$ cat config.mk
export PLATFORM = sky130hd
export DESIGN_NAME = mcu_timing_gen
export DESIGN_NICKNAME = d
export VERILOG_FILES = /design/src/rtl/mcu_timing_gen.sv
export SDC_FILE = /design/constraint.sdc
export NUM_CORES = 1
export LEC_CHECK = 0
export CELL_PAD_IN_SITES_DETAIL_PLACEMENT = 1
export CELL_PAD_IN_SITES_GLOBAL_PLACEMENT = 1
export CORE_MARGIN = 3
export CORE_UTILIZATION = 35
export DETAILED_ROUTE_END_ITERATION = 16
export PLACE_DENSITY_LB_ADDON = 0.1
export SLEW_MARGIN = 5
export SYNTH_ARGS = -nofsm -noshare
export SYNTH_HDL_FRONTEND = slang
export SYNTH_SLANG_ARGS = --single-unit
export TNS_END_PERCENT = 5
$ cat constraint.sdc
create_clock -name clk_in -period 2.01 [get_ports clk_in]
set_input_delay 0.402 -clock clk_in [delete_from_list [all_inputs] [get_ports clk_in]]
set_output_delay 0.402 -clock clk_in [all_outputs]
set_load 0.02 [all_outputs]
$ cat src/rtl/mcu_timing_gen.sv
// Machine-cycle timing generator for the 8051 core: sequences S1P1..S6P2 and produces
// ALE, the machine-cycle tick, the instruction-done pulse and the multi-cycle index.
module mcu_timing_gen #(
   parameter int unsigned CLK_PER_PHASE = 1
) (
   input  logic       clk_in,
   input  logic       rst_n,
   input  logic       hold,
   input  logic [2:0] instr_len,
   output logic [2:0] s_state,
   output logic       p_phase,
   output logic       ale,
   output logic       mc_tick,
   output logic [1:0] mc_index,
   output logic       instr_done,
   output logic       stalled
);

   localparam int unsigned CntW = (CLK_PER_PHASE > 1) ? $clog2(CLK_PER_PHASE) : 1;
   localparam logic [CntW-1:0] CntMax = CntW'(CLK_PER_PHASE - 1);

   logic [CntW-1:0] cnt_q, cnt_d;
   logic [2:0]      s_q, s_d;
   logic            p_q, p_d;
   logic            ale_q, ale_d;
   logic            tick_q, tick_d;
   logic [1:0]      idx_q, idx_d;
   logic            done_q, done_d;
   logic            stall_q, stall_d;
   logic [2:0]      len_q, len_d;

   logic terminal, boundary, wrap, advance, last_mc;
   logic [2:0] len_clamped;

   always_comb begin
      terminal = (cnt_q == CntMax);
      boundary = terminal && (s_q == 3'd6) && p_q;
      wrap     = boundary && !hold;
      // While held at the boundary the count stays terminal, so boundary is re-tested every clk.
      advance  = terminal && !(boundary && hold);
      last_mc  = ({1'b0, idx_q} == (len_q - 3'd1));

      unique case (instr_len)
         3'd0:                len_clamped = 3'd1;
         3'd1, 3'd2, 3'd3,
         3'd4:                len_clamped = instr_len;
         default:             len_clamped = 3'd4;
      endcase
   end

   always_comb begin
      cnt_d   = cnt_q;
      s_d     = s_q;
      p_d     = p_q;
      idx_d   = idx_q;
      len_d   = len_q;
      done_d  = 1'b0;
      tick_d  = wrap;
      stall_d = boundary && hold;

      if (advance) begin
         cnt_d = '0;
         p_d   = ~p_q;
         if (p_q) begin
            s_d = (s_q == 3'd6) ? 3'd1 : s_q + 3'd1;
         end
      end else if (!terminal) begin
         cnt_d = cnt_q + CntW'(1);
      end

      if (wrap) begin
         if (last_mc) begin
            idx_d  = 2'd0;
            done_d = 1'b1;
            len_d  = len_clamped;
         end else begin
            idx_d = idx_q + 2'd1;
         end
      end

      // Two strobes per machine cycle: S1P2-S2P1 and S4P2-S5P1.
      ale_d = ((s_d == 3'd1) &&  p_d) || ((s_d == 3'd2) && !p_d) ||
              ((s_d == 3'd4) &&  p_d) || ((s_d == 3'd5) && !p_d);
   end

   always_ff @(posedge clk_in or negedge rst_n) begin
      if (!rst_n) begin
         cnt_q   <= '0;
         s_q     <= 3'd1;
         p_q     <= 1'b0;
         ale_q   <= 1'b0;
         tick_q  <= 1'b0;
         idx_q   <= 2'd0;
         done_q  <= 1'b0;
         stall_q <= 1'b0;
         len_q   <= 3'd1;
      end else begin
         cnt_q   <= cnt_d;
         s_q     <= s_d;
         p_q     <= p_d;
         ale_q   <= ale_d;
         tick_q  <= tick_d;
         idx_q   <= idx_d;
         done_q  <= done_d;
         stall_q <= stall_d;
         len_q   <= len_d;
      end
   end

   assign s_state    = s_q;
   assign p_phase    = p_q;
   assign ale        = ale_q;
   assign mc_tick    = tick_q;
   assign mc_index   = idx_q;
   assign instr_done = done_q;
   assign stalled    = stall_q;

endmodule

==> metrics.md <==
| Metric | Value |
|---|---|
| Clk_skew | `0.00477 ns` |
| Row count | `14` |
| Initial antenna violation count | `0` |
| R2R setup slack | `0.22 ns` |
| Synth Area in Adders | `2.09%` |
| Peak VDD IR | `0.746 mV` |
| Placed Area | `769 µm²` |
| Lkg Pwr | `0.391 nW` |
| Vias in the first global route | `416` |
| Detail Route Antenna Nets | `0` |
| Ports | `16` |
| Synth Area in XOR/XNOR | `4.38%` |
| First-pass GRT wire length | `1900 µm` |
| Net Count, Synth | `58` |
| Worst setup path category | `flip-flop to output port` |
| Post-synth EDFFs | `0` |
| Fin crit period | `1.90 ns` |
| Max Cap Violations | `0` |
| CP endpoint kind | `output port` |
| CTS tree | `done` |
| CP Launch Type | `flip-flop` |
| Final hold violations | `0` |
| I/O Buffers | `15` |
| Area Overhead vs Synth | `32.8%` |
| Synthesis-stage register bit count | `13` |
| Post-synth cell types | `22` |
| Status | `finished, final reports clean` |
| Cell chain of the critical path | `clkdlybuf4s50_1` |
| Starting Density | `38.4%` |
| Die ar. | `0.00224 mm²` |
| Worst-margin pin slew | `0.556 ns` |
| Post-CTS setup buffer count | `0` |
| CP top delay family | `buffers and inverters` |
| Yosys top cell area share | `45.9%` |
| CTS clock-pin slew for the worst setup and hold paths | `0.07 ns` |
| Main combinational cell family by area after synthesis | `simple AND/OR/NAND/NOR gates` |
| Gr ovfl total | `0` |
| Synth Flop Type | `dfrtp_1` |
| Post-synth top cells | `11 x dfrtp_1, 5 x nand2b_1, 5 x o21ai_0` |
| Req. time, crit path | `1.61 ns` |
| Most numerous cell in the Yosys netlist | `dfrtp_1` |
| Longest Clk Path Bufs | `2` |
| Final period util | `94.5%` |
| TritonCTS buffer count | `3` |
| Worst-path fanout max | `8` |
| Antenna diode count | `0` |
| Post-Synthesis Cells | `51` |
| Vias/cell | `5.12` |
| Die width | `47.4 µm` |
| RSZ-0062 raised after global routing | `no` |
| Mapped Avg Cell Area | `11.8 µm²` |
| Detailed Place HPWL | `911 µm` |
| Core Footprint | `0.00156 mm²` |
| Yosys synthesis warning count | `0` |
| Die height | `47.4 µm` |
| Final net count | `78` |
| Post-Synth Simple-Gate Area | `18.8%` |
| Worst hold path class | `input pin to async pin` |
| Area leader, netlist | `dfrtp_1` |
| Cell area after synthesis | `599 µm²` |
| Final Setup Violations | `0` |
| CTS Sinks | `13` |
| CTS H-tree lvls | `1` |
| Setup TNS | `0 ns` |
| Initial drt markers | `0` |
| Average routed wire per standard cell | `13.0 µm` |
| Vias | `440` |
| Worst Path Buf+Inv | `1` |
| Ys async rst share | `100%` |
| # hold bufs at CTS | `0` |
| Layout cells sized above 1 | `15.7%` |
| Post-synthesis sequential area ratio | `54.7%` |
| Fmax | `526 MHz` |
| Compound-Gate Fraction of Synth Area | `8.56%` |
| Top cells by area, synth | `dfrtp_1 46%, dfstp_2 8.8%, nand2b_1 5.2%` |
| Power Density | `1480 mW/mm²` |
| Worst skew pair latency | `0.27 ns` |
| Relative slew slack | `62.8%` |
| Pins over their slew limit | `0` |
| GP Congestion | `0.690` |
| Routed WL | `1110 µm` |
| Final setup margin | `0.110 ns` |
| Mux contribution to synthesized area | `8.35%` |
| Post-route design area | `796 µm²` |
| Root Buffer | `clkbuf_4` |
| Gr usage total | `12.3%` |
| First-pass DRT Iterations | `1` |
| Pin count of the biggest net entering global routing | `14` |
| Post-CTS sizing | `0` |
| Worst path slowest cell | `clkdlybuf4s50_1` |
| Critical path's largest stage delay | `0.62 ns` |
| Critical Path AT | `1.50 ns` |
| Pre-CTS setup slack | `0.201 ns` |
| Remaining DRCs | `0` |
[sequential cells by signal, summed over array words and instances (netlist names)]
name	count
stalled	1
instr_done	1
mc_tick	1
len_q	3
s_state	3
ale	1
p_phase	1
mc_index	2
[cell families (layout without fill, tap and decap cells)]
group	count (synthesis)	count (layout)
compound gates	9	9
buf+inv	5	24
flops	13	13
mux	4	4
fa+ha+maj	1	1
xor+xnor	3	3
simple gates	16	16
[metal layers]
metal	track usage (%)	routed length (µm)	up-vias
li1	-	-	211
met1	16.6	512	216
met2	18.4	538	13
met3	5.75	62	0
met4	1.66	0	0
met5	0	0	-
[worst paths after layout]
kind                            start  depth (start not counted)    endpoint
setup / recovery           s_state[0]                          1  s_state[0]
hold / removal                  rst_n                          1     p_phase
hold reg to reg            s_state[1]                          1         ale
max in group asynchronous       rst_n                          1    len_q[0]
setup reg to reg             len_q[0]                          6    len_q[2]
min in group clk_in        s_state[1]                          1         ale
[through the flow]
| step | power, mW | cells | utilization, % | hold WS, ns |
|---|---|---|---|---|
| after global routing | 1.27 | 86 | 51.0 | 0.524 |
| after CTS | 1.19 | 86 | 51.0 | 0.507 |
| after global placement | 1.02 | 82 | 49.4 | 0.508 |
| after detailed placement | 1.04 | 82 | 49.4 | 0.508 |
| after floorplan | 0.815 | 51 | - | 0.106 |
| final | 1.18 | 86 | 51.0 | 0.491 |
[area by class of cell]
class / count / area [µm²]
fill: 168 / 763
multi-input combinational: 33 / 253
sequential: 13 / 328
inverter: 5 / 18.8
timing repair buffer: 15 / 150
clock buffer: 4 / 26.3
tap: 16 / 20.0
[layout by cell type, fill, tap and decap left out]
cell type,instances
nand2b_1,5
nand2_4,1
and4b_1,1
mux2_4,2
dfrtp_1,11
a21o_2,1
a21o_1,1
nor2b_1,2
nor4b_1,1
nor3_4,1
xnor2_1,2
mux2i_1,2
a21oi_1,2
dfstp_2,2
clkdlybuf4s50_1,15
inv_1,4
clkbuf_1,1
nor3_1,1
o21ai_0,5
and2_1,1
xor2_1,1
clkbuf_4,3
nand2_1,3
ha_1,1
inv_2,1
[where the power goes]
group          switching [mW]  internal [mW]  total [mW]
clock network          0.0759         0.0768       0.153
registers               0.111          0.367       0.478
logic                   0.270          0.275       0.545
Note: power is estimated with default switching activity, not from simulation.
